**src/rtl/per_hs_pkg.sv**
```systemverilog
// Shared handshake codes and transmitter state encoding for the
// peripheral/CPU four-phase word link.
package per_hs_pkg;

    localparam logic [1:0] SEND_IDLE = 2'b00;
    localparam logic [1:0] SEND_WORD = 2'b01;
    localparam logic [1:0] SEND_LAST = 2'b10;

    localparam logic [1:0] ACK_IDLE  = 2'b00;
    localparam logic [1:0] ACK_OK    = 2'b01;
    localparam logic [1:0] ACK_RETRY = 2'b10;

    typedef enum logic [1:0] {
        IDLE,
        REQ,
        REL_OK,
        REL_RETRY
    } tx_state_t;

endpackage

```
**src/rtl/per_hs_sync.sv**
```systemverilog
// N-stage 2-bit synchronizer for an asynchronous handshake code.
// Reused unchanged on the CPU-side receiver.
module per_hs_sync #(
    parameter int STAGES = 2
) (
    input  logic       clk,
    input  logic       rst_n,
    input  logic [1:0] d_i,
    output logic [1:0] q_o
);

    logic [STAGES-1:0][1:0] sync_q;

    always_ff @(posedge clk or negedge rst_n) begin
        if (!rst_n) begin
            sync_q <= '0;
        end else begin
            sync_q <= {sync_q[STAGES-2:0], d_i};
        end
    end

    assign q_o = sync_q[STAGES-1];

endmodule

```
**src/rtl/per_tx_handshake.sv**
```systemverilog
// Peripheral-side word transmitter: FIFO + four-phase send/ack FSM.
// Optional watchdog enabled by defining PER_TX_TIMEOUT_EN.
module per_tx_handshake
    import per_hs_pkg::*;
#(
    parameter int DATA_W         = 16,
    parameter int FIFO_DEPTH     = 4,
    parameter int SYNC_STAGES    = 2,
    parameter int TIMEOUT_CYCLES = 255
) (
    input  logic              clkPER,
    input  logic              rstPER,
    input  logic [DATA_W-1:0] inWrData,
    input  logic              inWrLast,
    input  logic              inWrValid,
    output logic              outWrReady,
    output logic [1:0]        outSend,
    output logic [DATA_W-1:0] outData,
    input  logic [1:0]        inAck,
    output logic              outBusy,
    output logic              outErr
);

    localparam int PTR_W = $clog2(FIFO_DEPTH);
    localparam int CNT_W = PTR_W + 1;
    localparam logic [CNT_W-1:0] FULL_CNT = CNT_W'(FIFO_DEPTH);

    logic [DATA_W:0]    mem_q [FIFO_DEPTH];
    logic [PTR_W-1:0]   wr_ptr_q;
    logic [PTR_W-1:0]   rd_ptr_q;
    logic [CNT_W-1:0]   count_q;
    logic               push;
    logic               pop;

    tx_state_t          state_q;
    logic [1:0]         send_q;
    logic [DATA_W-1:0]  data_q;
    logic               last_q;
    logic [1:0]         ack_s;
    logic               ack_idle;

    per_hs_sync #(
        .STAGES(SYNC_STAGES)
    ) u_ack_sync (
        .clk  (clkPER),
        .rst_n(rstPER),
        .d_i  (inAck),
        .q_o  (ack_s)
    );

    // 11 is an illegal ack code and is read as idle
    assign ack_idle   = (ack_s == ACK_IDLE) || (ack_s == 2'b11);
    assign outWrReady = (count_q != FULL_CNT);
    assign push       = inWrValid && outWrReady;
    assign pop        = (state_q == IDLE) && (count_q != '0);

    always_ff @(posedge clkPER) begin
        if (push) begin
            mem_q[wr_ptr_q] <= {inWrLast, inWrData};
        end
    end

    always_ff @(posedge clkPER or negedge rstPER) begin
        if (!rstPER) begin
            wr_ptr_q <= '0;
            rd_ptr_q <= '0;
            count_q  <= '0;
        end else begin
            if (push) begin
                wr_ptr_q <= wr_ptr_q + 1'b1;
            end
            if (pop) begin
                rd_ptr_q <= rd_ptr_q + 1'b1;
            end
            unique case ({push, pop})
                2'b10:   count_q <= count_q + 1'b1;
                2'b01:   count_q <= count_q - 1'b1;
                default: count_q <= count_q;
            endcase
        end
    end

`ifdef PER_TX_TIMEOUT_EN
    localparam int TMO_W = $clog2(TIMEOUT_CYCLES + 1);
    localparam logic [TMO_W-1:0] TMO_LAST = TMO_W'(TIMEOUT_CYCLES - 1);

    logic [TMO_W-1:0] tmo_q;
    logic             err_q;
    logic             st_move;

    // Any state change restarts the watchdog for the new wait
    always_comb begin
        st_move = 1'b0;
        unique case (state_q)
            IDLE:    st_move = pop;
            REQ:     st_move = (ack_s == ACK_OK) || (ack_s == ACK_RETRY);
            default: st_move = ack_idle;
        endcase
    end

    assign outErr = err_q;
`else
    assign outErr = 1'b0;
`endif

    always_ff @(posedge clkPER or negedge rstPER) begin
        if (!rstPER) begin
            state_q <= IDLE;
            send_q  <= SEND_IDLE;
            data_q  <= '0;
            last_q  <= 1'b0;
`ifdef PER_TX_TIMEOUT_EN
            tmo_q   <= '0;
            err_q   <= 1'b0;
`endif
        end else begin
            unique case (state_q)
                IDLE: begin
                    if (pop) begin
                        data_q  <= mem_q[rd_ptr_q][DATA_W-1:0];
                        last_q  <= mem_q[rd_ptr_q][DATA_W];
                        send_q  <= mem_q[rd_ptr_q][DATA_W] ?
                                   SEND_LAST : SEND_WORD;
                        state_q <= REQ;
                    end
                end
                REQ: begin
                    if (ack_s == ACK_OK) begin
                        send_q  <= SEND_IDLE;
                        state_q <= REL_OK;
                    end else if (ack_s == ACK_RETRY) begin
                        send_q  <= SEND_IDLE;
                        state_q <= REL_RETRY;
                    end
                end
                REL_OK: begin
                    if (ack_idle) begin
                        state_q <= IDLE;
                    end
                end
                REL_RETRY: begin
                    if (ack_idle) begin
                        send_q  <= last_q ? SEND_LAST : SEND_WORD;
                        state_q <= REQ;
                    end
                end
                default: state_q <= IDLE;
            endcase
`ifdef PER_TX_TIMEOUT_EN
            if (state_q == IDLE) begin
                tmo_q <= '0;
            end else if (tmo_q == TMO_LAST) begin
                tmo_q   <= '0;
                send_q  <= SEND_IDLE;
                err_q   <= 1'b1;
                state_q <= IDLE;
            end else if (st_move) begin
                tmo_q <= '0;
            end else begin
                tmo_q <= tmo_q + 1'b1;
            end
`endif
        end
    end

    assign outSend = send_q;
    assign outData = data_q;
    assign outBusy = (state_q != IDLE) || (count_q != '0);

endmodule

```
**config.mk**
```make
export PLATFORM = sky130hd
export DESIGN_NAME = per_tx_handshake
export DESIGN_NICKNAME = d
export VERILOG_FILES = /design/src/rtl/per_hs_pkg.sv /design/src/rtl/per_hs_sync.sv /design/src/rtl/per_tx_handshake.sv
export SDC_FILE = /design/constraint.sdc
export NUM_CORES = 1
export LEC_CHECK = 0
export BUFFER_PORTS_ARGS = -buffer_cell sky130_fd_sc_hd__clkbuf_2
export CORE_MARGIN = 3
export CORE_UTILIZATION = 30
export CTS_BUF_LIST = sky130_fd_sc_hd__clkbuf_2 sky130_fd_sc_hd__clkbuf_4 sky130_fd_sc_hd__clkbuf_8
export DETAILED_ROUTE_END_ITERATION = 16
export PLACE_DENSITY_LB_ADDON = 0.08
export SKIP_CTS_REPAIR_TIMING = 1
export SLEW_MARGIN = 20
export SYNTH_ARGS = -nofsm -noshare
export SYNTH_HDL_FRONTEND = slang
export SYNTH_SLANG_ARGS = --single-unit
export TNS_END_PERCENT = 20
```
**constraint.sdc**
```tcl
create_clock -name clkPER -period 2.25 [get_ports clkPER]
set_input_delay 0.225 -clock clkPER [delete_from_list [all_inputs] [get_ports clkPER]]
set_output_delay 0.225 -clock clkPER [all_outputs]
set_load 0.05 [all_outputs]
```
; After elaboration in Yosys (flattened, before gate mapping)
; Memories as Yosys holds them, arrays and structs flattened.
; Cells that the tools add are included.
[op_classes]
n_addsub = 4
n_eq_ne = 13
n_mux = 16
n_reduce_logical = 13
[op_table]
columns = op, count
row1 = two-way mux 2 bit, 11
row2 = "equality test 2 bit, second input constant", 5
row3 = one-hot mux 2 bit (4 select lines), 1
row4 = AND reduction 4 bit, 2
row5 = "equality test 2 x 1 -> 1 bit, second input constant", 3
row6 = "inequality test 2 bit, second input constant", 3
row7 = "inequality test 3 bit, second input constant", 2
row8 = one-hot mux 2 bit (3 select lines), 1
row9 = one-hot mux 3 bit (2 select lines), 1
row10 = nonzero test 3 bit, 2
row11 = "adder 2 x 1 -> 2 bit, second input constant", 2
row12 = zero test 2 bit, 2
row13 = nonzero test 2 bit, 2
row14 = "adder 3 x 1 -> 3 bit, second input constant", 1
row15 = "subtractor 3 x 1 -> 3 bit, second input constant", 1
row16 = logical AND 1 bit, 2
row17 = logical OR 1 bit, 2
row18 = two-way mux 1 bit, 2
row19 = AND reduction 2 bit, 1
[totals]
reg_bits = 32
mem_bits_rw = 68
out_inout_bits = 21
word_cells = 56
n_memories = 1
[mem_list]
columns = name, depth, word_bits, rd, rd_clocked_by_memory_dff, wr, line_no
row1 = mem_q, 4, 17, 1, 0, 1, per_tx_handshake.sv:28  ; logic [DATA_W:0] mem_q [FIFO_DEPTH];

; Logic depth before layout (Yosys ltp)
; Gate-level depths: netlist (run 1).
[depth]
word_depth = 4
ltp_mapped = 11
depth_no_buf = 9

; Hierarchy
; A second synthesis (run 1) with hierarchy kept.
[hier_totals]
hier_cells = 192
hier_area_um2 = 3870.0
[modules_own_cells]
columns = mod, n_inst, cells_per_inst, area_per_inst_um2
row1 = per_tx_handshake, 1, 186, 3754.9
row2 = per_hs_sync, 1, 6, 115.1

; Least setup slack after synthesis (run 1)
; No wires, ideal clock.
[synth_timing]
path_kind = register -> register
startpoint = reg count_q[0]
endpoint = reg count_q[2]
setup_ns = 0.079
arrival_ns = 2.102
t_required_ns = 2.171
setup_slack_ns = 0.069
stages_incl_launch_ff = 10
n_path_buf = 0
cell_sequence = dfrtp_1 or3b_4 and2_4 inv_1 ha_1 inv_1 fa_1 xor2_1 nor2_1 xor2_1
[synth_between]
elab_chain_len = 4
word_cells_on_any_way = 10
[synth_rtl]
columns = element, line_no
row1 = "start, declared", per_tx_handshake.sv:31  ; logic [CNT_W-1:0] count_q;
row2 = "start signal, assigned", per_tx_handshake.sv:76  ; 2'b10: count_q <= count_q + 1'b1;
row3 = "start signal, assigned", per_tx_handshake.sv:77  ; 2'b01: count_q <= count_q - 1'b1;
row4 = "start signal, assigned", per_tx_handshake.sv:78  ; default: count_q <= count_q;
row5 = inequality test 3 bit (*), per_tx_handshake.sv:53  ; assign outWrReady = (count_q != FULL_CNT);
row6 = named net outWrReady, per_tx_handshake.sv:16  ; output logic outWrReady,
row7 = logical AND 1 bit (*), per_tx_handshake.sv:54  ; assign push = inWrValid && outWrReady;
row8 = equality test 2 x 1 -> 1 bit or equality test 2 bit (tied branches), per_tx_handshake.sv:75  ; unique case ({push, pop})
row9 = one-hot mux 3 bit (2 select lines) or nonzero test 2 bit (tied branches), --
; Mark *: on every way through the listed nets, which the timed path passes. The rest lies on a longest branch.
; A chain may end at the register's enable or synchronous reset.

; Final worst setup path (run 1)
[layout_timing]
startpoint = reg count_q[0]
endpoint = reg count_q[2]
[layout_between]
elab_chain_len = 4
word_cells_on_any_way = 10
[layout_rtl]
columns = element, line_no
row1 = inequality test 3 bit or nonzero test 3 bit (tied branches), "per_tx_handshake.sv:53, per_tx_handshake.sv:55"
row2 = logical AND 1 bit (on tied branches), "per_tx_handshake.sv:54, per_tx_handshake.sv:55"
row3 = equality test 2 x 1 -> 1 bit or equality test 2 bit (tied branches), per_tx_handshake.sv:75
row4 = one-hot mux 3 bit (2 select lines) or nonzero test 2 bit (tied branches), --
; Several ways; a longest one is shown, not always the timed one.

==> results.json, run 1 <==
{
  "ys_types": 35,
  "reg2reg_depth": 9,
  "hold-path-cell-count": 1,
  "syn_area_per_cell_um2": 19.8,
  "ys_async_sr_fraction_pct": 32.0,
  "grt_pass1_wl_um": 11300,
  "io_buffers": 41,
  "path_buf_inv": 2,
  "cp.required_ns": 2.55,
  "rows": 41,
  "fin_worst_skew_ns": 0.00862,
  "power.density_mw_per_mm2": 1360,
  "ios": 43,
  "arrival_ns": 2.41,
  "wl_per_cell_um": 16.5,
  "post-route-util_pct": 36.4,
  "cpPeakStageDelay_ns": 0.44,
  "p_leak_nw": 1.80,
  "die_area_mm2": 0.0145,
  "dp.cells": 413,
  "fin_cells": 438,
  "worstHoldPathType": "input port to flip-flop",
  "yosysSeqAreaShare_pct": 72.2,
  "clock-root-buffer": "clkbuf_8",
  "clock_sinks": 100,
  "power_mw": 6.32,
  "die-height_um": 121,
  "holdWs_ns": 0.0728,
  "ir_drop_mv": 0.370,
  "fin_crit_sh_pct": 94.1,
  "timing.rr.end": "count_q[2]",
  "maxSlewHeadroom_pct": 29.8,
  "min-delay-start": "inWrData[4]",
  "grtUsageTotal_pct": 10.9,
  "nets": 291,
  "cp_top_family": "simple AND/OR/NAND/NOR gates",
  "met1_usage_pct": 13.6,
  "worst_slack_ns": 0.133,
  "fin_tns_setup_ns": 0,
  "place_congestion": 0.643,
  "final-hold-violation-count": 0,
  "ant_nets": 0,
  "synth_edf_count": 68,
  "path_cells": "or3b_4 -> and2_4 -> inv_1 -> ha_2 -> inv_1 -> fa_2 -> xor2_1 -> nor2_1 -> xor2_1",
  "ys_ff_latch": 100,
  "synth_nets": 228,
  "clock_latency_ns": 0.37,
  "cp-end-kind": "flip-flop",
  "yosysWarnings": 0,
  "max_freq_mhz": 472,
  "grt-ovfl-total": 0,
  "first_pass_iters": 4,
  "cts.clk_slew.worst_paths_ns": 0.09,
  "tightestPinTransition_ns": 1.05,
  "maxSlewViolCount": 0,
  "setup_viol_count_final": 0,
  "vias": 1914,
  "critPathSlowestCell": "or3b_4",
  "start_util_pct": 30.9,
  "grt_most_used_layer": "met2",
  "cts_made_buffers": 9,
  "diodes": 0,
  "clock_path_buffers": 2,
  "r2r-start": "count_q[0]",
  "final_area_mm2": 0.00463,
  "route.detailed.drc": 0,
  "cts_tree": "yes",
  "core_area_mm2": 0.0127,
  "whs_endpoint": "mem_q[1][4]",
  "grtUsageMet2_pct": 17.3,
  "critPathKind": "flip-flop to flip-flop",
  "grt_max_degree": 33,
  "first_iter_violations": 94,
  "use_met3_pct": 2.57,
  "maxCapViolations": 0,
  "synth-main-ff-cell": "edfxtp_1",
  "syn-cell-area_mm2": 0.00394,
  "htree_levels": 3,
  "dp.final_hpwl_um": 4450,
  "wl_um": 7240,
  "drive_gt1_share_pct": 36.8,
  "pre_cts_slack_ns": 0.0616,
  "grt_pass1_vias": 2020,
  "worstPathMaxFanout": 5,
  "worst_setup_path_start_kind": "flip-flop",
  "placed_area_mm2": 0.00436,
  "regToRegSetupSlack_ns": 0.13,
  "rsz0062_at_grt": "no",
  "syn_inst": 199,
  "die_w_um": 121,
  "antenna_found_initial": 0,
  "via_per_inst": 4.37,
  "finalCriticalPeriod_ns": 2.12,
  "syn2layout_area_growth_pct": 17.7,
  "status": "complete, no violations"
}
[sequential cells by signal, indices dropped and copies added, names as in the netlist]
name,cells
count_q,3
last_q,1
mem_q,68
outData,16
outSend,2
rd_ptr_q,2
state_q,2
u_ack_sync.q_o,2
u_ack_sync.sync_q,2
wr_ptr_q,2
[synth_stat cells, drive strengths merged (2+ instances only)]
cell     n  share of area [%]
a211oi   2               0.38
edfxtp  68                 52
buf      6                1.4
and3     5               0.79
inv      9               0.86
ha       6                1.9
nor2     4               0.38
mux2    18                5.2
clkbuf   2               0.19
mux4    16                 10
dfrtp   32                 20
xor2     2               0.45
xnor2    4               0.89
nand2    2               0.19
mux2i    4                1.0
nand3    2               0.25
nand2b   3               0.48
[layout by cell type (no fill, tap or decap), drive strengths merged, types with 4 or more instances in the layout]
| cell | n |
|---|---|
| mux2i | 4 |
| ha | 6 |
| inv | 9 |
| mux2 | 18 |
| xnor2 | 4 |
| dfrtp | 32 |
| buf | 16 |
| edfxtp | 68 |
| and3 | 5 |
| mux4 | 16 |
| nor2 | 4 |
| clkbuf | 53 |
[report_power, final]
| group | switching, mW | internal (mW) | total (mW) |
|---|---|---|---|
| logic | 1.46 | 0.993 | 2.45 |
| registers | 0.234 | 2.52 | 2.75 |
| clock network | 0.575 | 0.541 | 1.12 |
| total | 2.27 | 4.05 | 6.32 |
[final cells by class]
type | instances | area, um2
clock buffers | 12 | 146
inverters | 9 | 33.8
flip-flops and latches | 100 | 2840
clock inverters | 3 | 38.8
fillers | 1244 | 8090
repair buffers | 60 | 355
multi-input cells | 82 | 1000
well taps | 172 | 215
[worst max path at each step]
stage,startpoint,end,slack (ns),cells after the start
floorplan,count_q[0],count_q[2],0.07,9
global placement,count_q[1],count_q[2],0.11,9
detailed placement,count_q[0],count_q[2],0.06,9
CTS,count_q[0],count_q[2],0.04,9
global route,count_q[0],count_q[2],0.04,9
finish,count_q[0],count_q[2],0.13,9
[cell families (layout without fill, tap and decap cells)]
family / count (synthesis) / count (layout) / synth area share, %
AOI/OAI and AO/OA: 8 / 8 / 1.46
xor gates and xnor gates: 6 / 6 / 1.34
adders and majority gates: 7 / 7 / 2.42
buffers and inverters: 17 / 84 / 2.48
DFF: 100 / 100 / 72.2
muxes: 38 / 38 / 16.6
other: 1 / 1 / 0.0953
and+or+nand+nor: 22 / 22 / 3.40
[layer usage]
layer | share of wire (%) | up-vias
met5 | 0 | -
met4 | 2.7 | 0
met3 | 3.2 | 12
met2 | 48 | 32
met1 | 46 | 981
li1 | - | 889
(Power assumes the default switching activity.)
==> run 2: changes to the inputs <==
- SYNTH_HIERARCHICAL: not set -> 1
==> results.json, run 2 <==
{
  "status": "complete, no violations",
  "first_pass_iters": 4,
  "io_buffers": 41,
  "core_area_mm2": 0.0123,
  "vias": 1806,
  "yosysSeqAreaShare_pct": 73.5,
  "synth_edf_count": 68,
  "seqPwrFrac_pct": 44.2,
  "cp-end-kind": "flip-flop",
  "yosysTopAreaCell": "edfxtp_1",
  "setup_viol_count_final": 0,
  "grt-ovfl-total": 0,
  "die_area_mm2": 0.0143,
  "power.density_mw_per_mm2": 1360,
  "p_leak_nw": 1.72,
  "yosysWarnings": 6,
  "ys_types": 30,
  "comb_power_share_pct": 38.4,
  "final_common_cell": "edfxtp_1",
  "die_w_um": 120,
  "wl_um": 6980,
  "clock-root-buffer": "clkbuf_8",
  "start_util_pct": 31.4,
  "whs_endpoint": "mem_q[1][13]",
  "critPathKind": "flip-flop to flip-flop",
  "worstPathMaxFanout": 5,
  "grt_pass1_wl_um": 11200,
  "cp.required_ns": 2.54,
  "grt_pass1_vias": 1907,
  "dp.cells": 398,
  "cts_tree": "yes",
  "syn2layout_area_growth_pct": 16.4,
  "drive_gt1_share_pct": 40.3,
  "arrival_ns": 2.42,
  "worst_setup_path_start_kind": "flip-flop",
  "rsz0062_at_grt": "no",
  "ios": 43,
  "synth_most_common_cell": "edfxtp_1",
  "min-delay-start": "inWrData[13]",
  "hold-path-cell-count": 1,
  "timing.rr.end": "count_q[2]",
  "route.detailed.drc": 0,
  "diodes": 0,
  "p_int_mw": 3.91,
  "grt_max_degree": 33,
  "rows": 40,
  "finalCriticalPeriod_ns": 2.13,
  "fin_tns_setup_ns": 0,
  "max_freq_mhz": 470,
  "dp.final_hpwl_um": 4220,
  "synth-main-ff-cell": "edfxtp_1",
  "p_switching_mw": 2.22,
  "syn_area_per_cell_um2": 20.2,
  "via_per_inst": 4.29,
  "maxCapViolations": 0,
  "clock_sinks": 100,
  "fin_worst_skew_ns": 0.00958,
  "worstHoldPathType": "input port to flip-flop",
  "synth_nets": 221,
  "htree_levels": 3,
  "ant_nets": 0,
  "syn_inst": 192,
  "ys_ff_latch": 100,
  "fin_crit_sh_pct": 94.6,
  "largest_reg_flops": 68,
  "tightestPinTransition_ns": 0.987,
  "p_clk_share_pct": 17.3,
  "ys_async_sr_fraction_pct": 32.0,
  "clock_latency_ns": 0.36,
  "final-hold-violation-count": 0,
  "fill_cells": 1211,
  "largest-register": "mem_q",
  "layout_common_cells": "edfxtp_1, clkbuf_2, dfrtp_1",
  "syn-cell-area_mm2": 0.00387,
  "ys_top_cells_by_count": "edfxtp_1, dfrtp_1, mux2_2",
  "grtUsageTotal_pct": 10.8,
  "place_congestion": 0.666,
  "regToRegSetupSlack_ns": 0.12,
  "die-height_um": 120,
  "wl_per_cell_um": 16.6,
  "cts.clk_slew.worst_paths_ns": 0.09,
  "first_iter_violations": 88,
  "power_mw": 6.13,
  "maxSlewViolCount": 0,
  "ir_drop_mv": 0.494,
  "r2r-start": "count_q[0]",
  "switching_share_pct": 36.2,
  "nets": 277,
  "cts_made_buffers": 9,
  "antenna_found_initial": 0,
  "clock_path_buffers": 2,
  "fin_cells": 421,
  "reg2reg_depth": 9,
  "holdWs_ns": 0.0732,
  "synth_top_area_share_pct": 52.8,
  "synth_area_leaders": "edfxtp_1, dfrtp_1, mux4_2, mux2_2, mux4_1",
  "maxSlewHeadroom_pct": 34.2
}
==> run 2: changes by cell type after synthesis, moves of 2 or more <==
cell and delta:
mux4_2 +8, mux4_1 -7, mux2_2 +3, a211oi_1 -2
buf_4 +2, buf_6 -2, mux2i_1 -2, nand2b_1 -2
==> run 2: metrics by stage <==
stage                     utilization, %  setup WS [ns]  cell area [um2]
final                               36.6          0.121             4500
after global routing                36.6         0.0105             4500
after CTS                           36.1         0.0772             4440
after detailed placement            34.6          0.102             4260
after global placement              34.6          0.136             4260
after floorplan                        -         0.0862             3870
==> run 2: power by group through the flow <==
stage	combinational, mW	sequential, mW	clock, mW
global placement	2.37	2.76	0
detailed placement	2.38	2.76	0
finish	2.36	2.71	1.06
global route	2.56	2.77	1.21
CTS	2.38	2.72	1.13
floorplan	1.27	3.28	0
==> run 2: cell type report <==
cell class	count	area [um2]	area share [%]
Clock buffer	13	160	3.56
Tap cell	168	210	4.67
Inverter	10	37.5	0.833
Multi-Input combinational cell	73	920	20.4
Clock inverter	3	23.8	0.528
Sequential cell	100	2840	63.1
Timing Repair Buffer	54	310	6.89
==> run 2: kinds of logic (layout without fill, tap and decap cells) <==
group           Yosys count  after routing  synth area share [%]
xor+xnor                  7              7                  1.58
compound gates            4              4                 0.614
buf+inv                  19             80                  2.97
fa+ha+maj                 7              7                  2.46
other cells               1              1                0.0969
mux                      38             38                  16.4
simple gates             16             16                  2.39
flops                   100            100                  73.5
==> run 2: routing by layer <==
metal	global-route usage (%)	up-vias	share of wire (%)
met3	4.19	7	4.2
met1	13.5	928	45
met2	17.1	32	49
li1	-	839	-
met4	3.65	0	1.4
met5	0	-	0
==> run 2: critical path, cell delays in order, from the launching register on <==
cell and delay (ns):
dfrtp_1 0.41, or3b_4 0.43, and2_4 0.18, inv_1 0.06
ha_2 0.17, inv_1 0.05, fa_2 0.33, xor2_1 0.14
nor2_1 0.14, xor2_1 0.15
==> run 2: how the worst max path moves through the flow <==
| stage | startpoint | to | slack [ns] | depth (start not counted) |
|---|---|---|---|---|
| 2_1_floorplan | count_q[0] | count_q[2] | 0.09 | 9 |
| 3_3_place_gp | count_q[0] | count_q[2] | 0.14 | 9 |
| 3_5_place_dp | count_q[0] | count_q[2] | 0.10 | 9 |
| 4_1_cts | count_q[0] | count_q[2] | 0.08 | 9 |
| 5_1_grt | count_q[0] | count_q[2] | 0.01 | 9 |
| 6_report | count_q[0] | count_q[2] | 0.12 | 9 |
==> run 3: changes to the inputs <==
- SETUP_SLACK_MARGIN: not set -> 0.3
- SLEW_MARGIN: 20 -> not set
- SYNTH_HIERARCHICAL: 1 -> not set
==> results.json, run 3 (synthesized netlist as in run 1, its figures left out) <==
{
  "place_congestion": 0.648,
  "dp.final_hpwl_um": 4330,
  "clock_path_buffers": 2,
  "path_cells": "or3b_4 -> and2_4 -> inv_4 -> ha_4 -> inv_2 -> fa_2 -> xor2_1 -> nor2_1 -> xor2_1",
  "cpPeakStageDelay_ns": 0.44,
  "tightestPinTransition_ns": 1.03,
  "start_util_pct": 30.9,
  "clock_latency_ns": 0.36,
  "post-route-util_pct": 36.2,
  "maxSlewHeadroom_pct": 31.5,
  "layout.area.seq_mm2": 0.00284,
  "fin_worst_skew_ns": 0.00628,
  "status": "complete, no violations",
  "fill_cells": 1244,
  "crit_top_cell": "xor2_1",
  "max_freq_mhz": 493,
  "largest_reg_flops": 68,
  "finalCriticalPeriod_ns": 2.03,
  "layout_common_cells": "edfxtp_1, clkbuf_2, dfrtp_1",
  "io_buffers": 41,
  "final_common_cell": "edfxtp_1",
  "grt-ovfl-total": 0,
  "cp.required_ns": 2.54,
  "clock_sinks": 100,
  "drive_gt1_share_pct": 36.0,
  "critPathSlowestCell": "or3b_4",
  "final-hold-violation-count": 0,
  "die_w_um": 121,
  "power.density_mw_per_mm2": 1350,
  "fin_tns_setup_ns": 0,
  "core_area_mm2": 0.0127,
  "die_area_mm2": 0.0145,
  "cts.clk_slew.worst_paths_ns": 0.09,
  "critPathKind": "flip-flop to flip-flop",
  "antenna_found_initial": 0,
  "setup_viol_count_final": 0,
  "rsz0062_at_grt": "yes",
  "placed_area_mm2": 0.00436,
  "wl_per_cell_um": 16.2,
  "vias": 1859,
  "multi_input_area_mm2": 0.00101,
  "cp_top_family": "simple AND/OR/NAND/NOR gates",
  "maxCapViolations": 0,
  "die-height_um": 121,
  "arrival_ns": 2.32,
  "syn2layout_area_growth_pct": 17.1,
  "fin_crit_sh_pct": 90.2,
  "grtUsageTotal_pct": 10.8,
  "cp-end-kind": "flip-flop",
  "diodes": 0,
  "holdWs_ns": 0.0747,
  "ir_drop_mv": 0.413,
  "grt_max_degree": 33,
  "nets": 285,
  "rows": 41,
  "grt_pass1_vias": 1972,
  "clock-root-buffer": "clkbuf_8",
  "route.detailed.drc": 0,
  "worstPathMaxFanout": 6,
  "htree_levels": 3,
  "ant_nets": 0,
  "first_pass_iters": 4,
  "first_iter_violations": 92,
  "wl_um": 7020,
  "worstHoldPathType": "input port to flip-flop",
  "grt_pass1_wl_um": 11300,
  "path_buf_inv": 2,
  "maxSlewViolCount": 0,
  "worst_setup_path_start_kind": "flip-flop",
  "cts_made_buffers": 9,
  "cts_tree": "yes",
  "largest-register": "mem_q",
  "p_leak_nw": 1.77,
  "via_per_inst": 4.29,
  "ios": 43,
  "final_area_mm2": 0.00461
}
run 3: cell types whose count changed in the layout (fill, tap and decap cells not counted), moves of 3 or more:
cell,change
mux4_2,-8
inv_1,-3
mux4_1,+7
mux2_2,-3
run 3: power breakdown:
part	total, mW	internal (mW)	switching (mW)
registers	2.73	2.52	0.210
logic	2.44	0.970	1.47
clock network	1.04	0.451	0.593
total	6.21	3.94	2.28
run 3: worst paths after layout:
check	endpoint	slack (ns)	depth (start not counted)	start
max	count_q[2]	0.22	9	count_q[1]
min	mem_q[1][7]	0.07	1	inWrData[7]
max reg2reg	count_q[2]	0.22	9	count_q[1]
min reg2reg	u_ack_sync.q_o[1]	0.35	0	u_ack_sync.sync_q[1]
max in group asynchronous	wr_ptr_q[0]	1.48	3	rstPER
min in group asynchronous	outData[0]	0.44	3	rstPER
run 3: layer usage:
layer	global-route usage (%)	wire, um	share of wire, %
met5	0	0	0
met3	4.86	360	5.1
met4	3.40	51	0.73
met1	13.4	3180	45
met2	17.0	3430	49
run 3: layout make-up:
class,count,share of cell area (%)
Clock buffer,11,3.15
Clock inverter,5,0.787
Inverter,9,0.787
Multi-Input combinational cell,82,21.9
Sequential cell,100,61.7
Tap cell,172,4.67
Timing Repair Buffer,54,7.00
run 3: worst reg2reg max path, cell delays in order, from the launching register on:
cell     delay, ns
dfrtp_1       0.41
or3b_4        0.44
and2_4        0.18
inv_4         0.05
ha_4          0.13
inv_2         0.03
fa_2          0.32
xor2_1        0.14
nor2_1        0.11
xor2_1        0.14
run 3: metrics by stage:
stage | power (mW) | cells | setup slack (ns)
2_1_floorplan | 4.60 | 199 | 0.133
3_3_place_gp | 5.23 | 410 | 0.194
3_5_place_dp | 5.24 | 410 | 0.163
4_1_cts | 6.31 | 426 | 0.136
5_1_grt | 6.65 | 433 | 0.146
6_report | 6.21 | 433 | 0.221
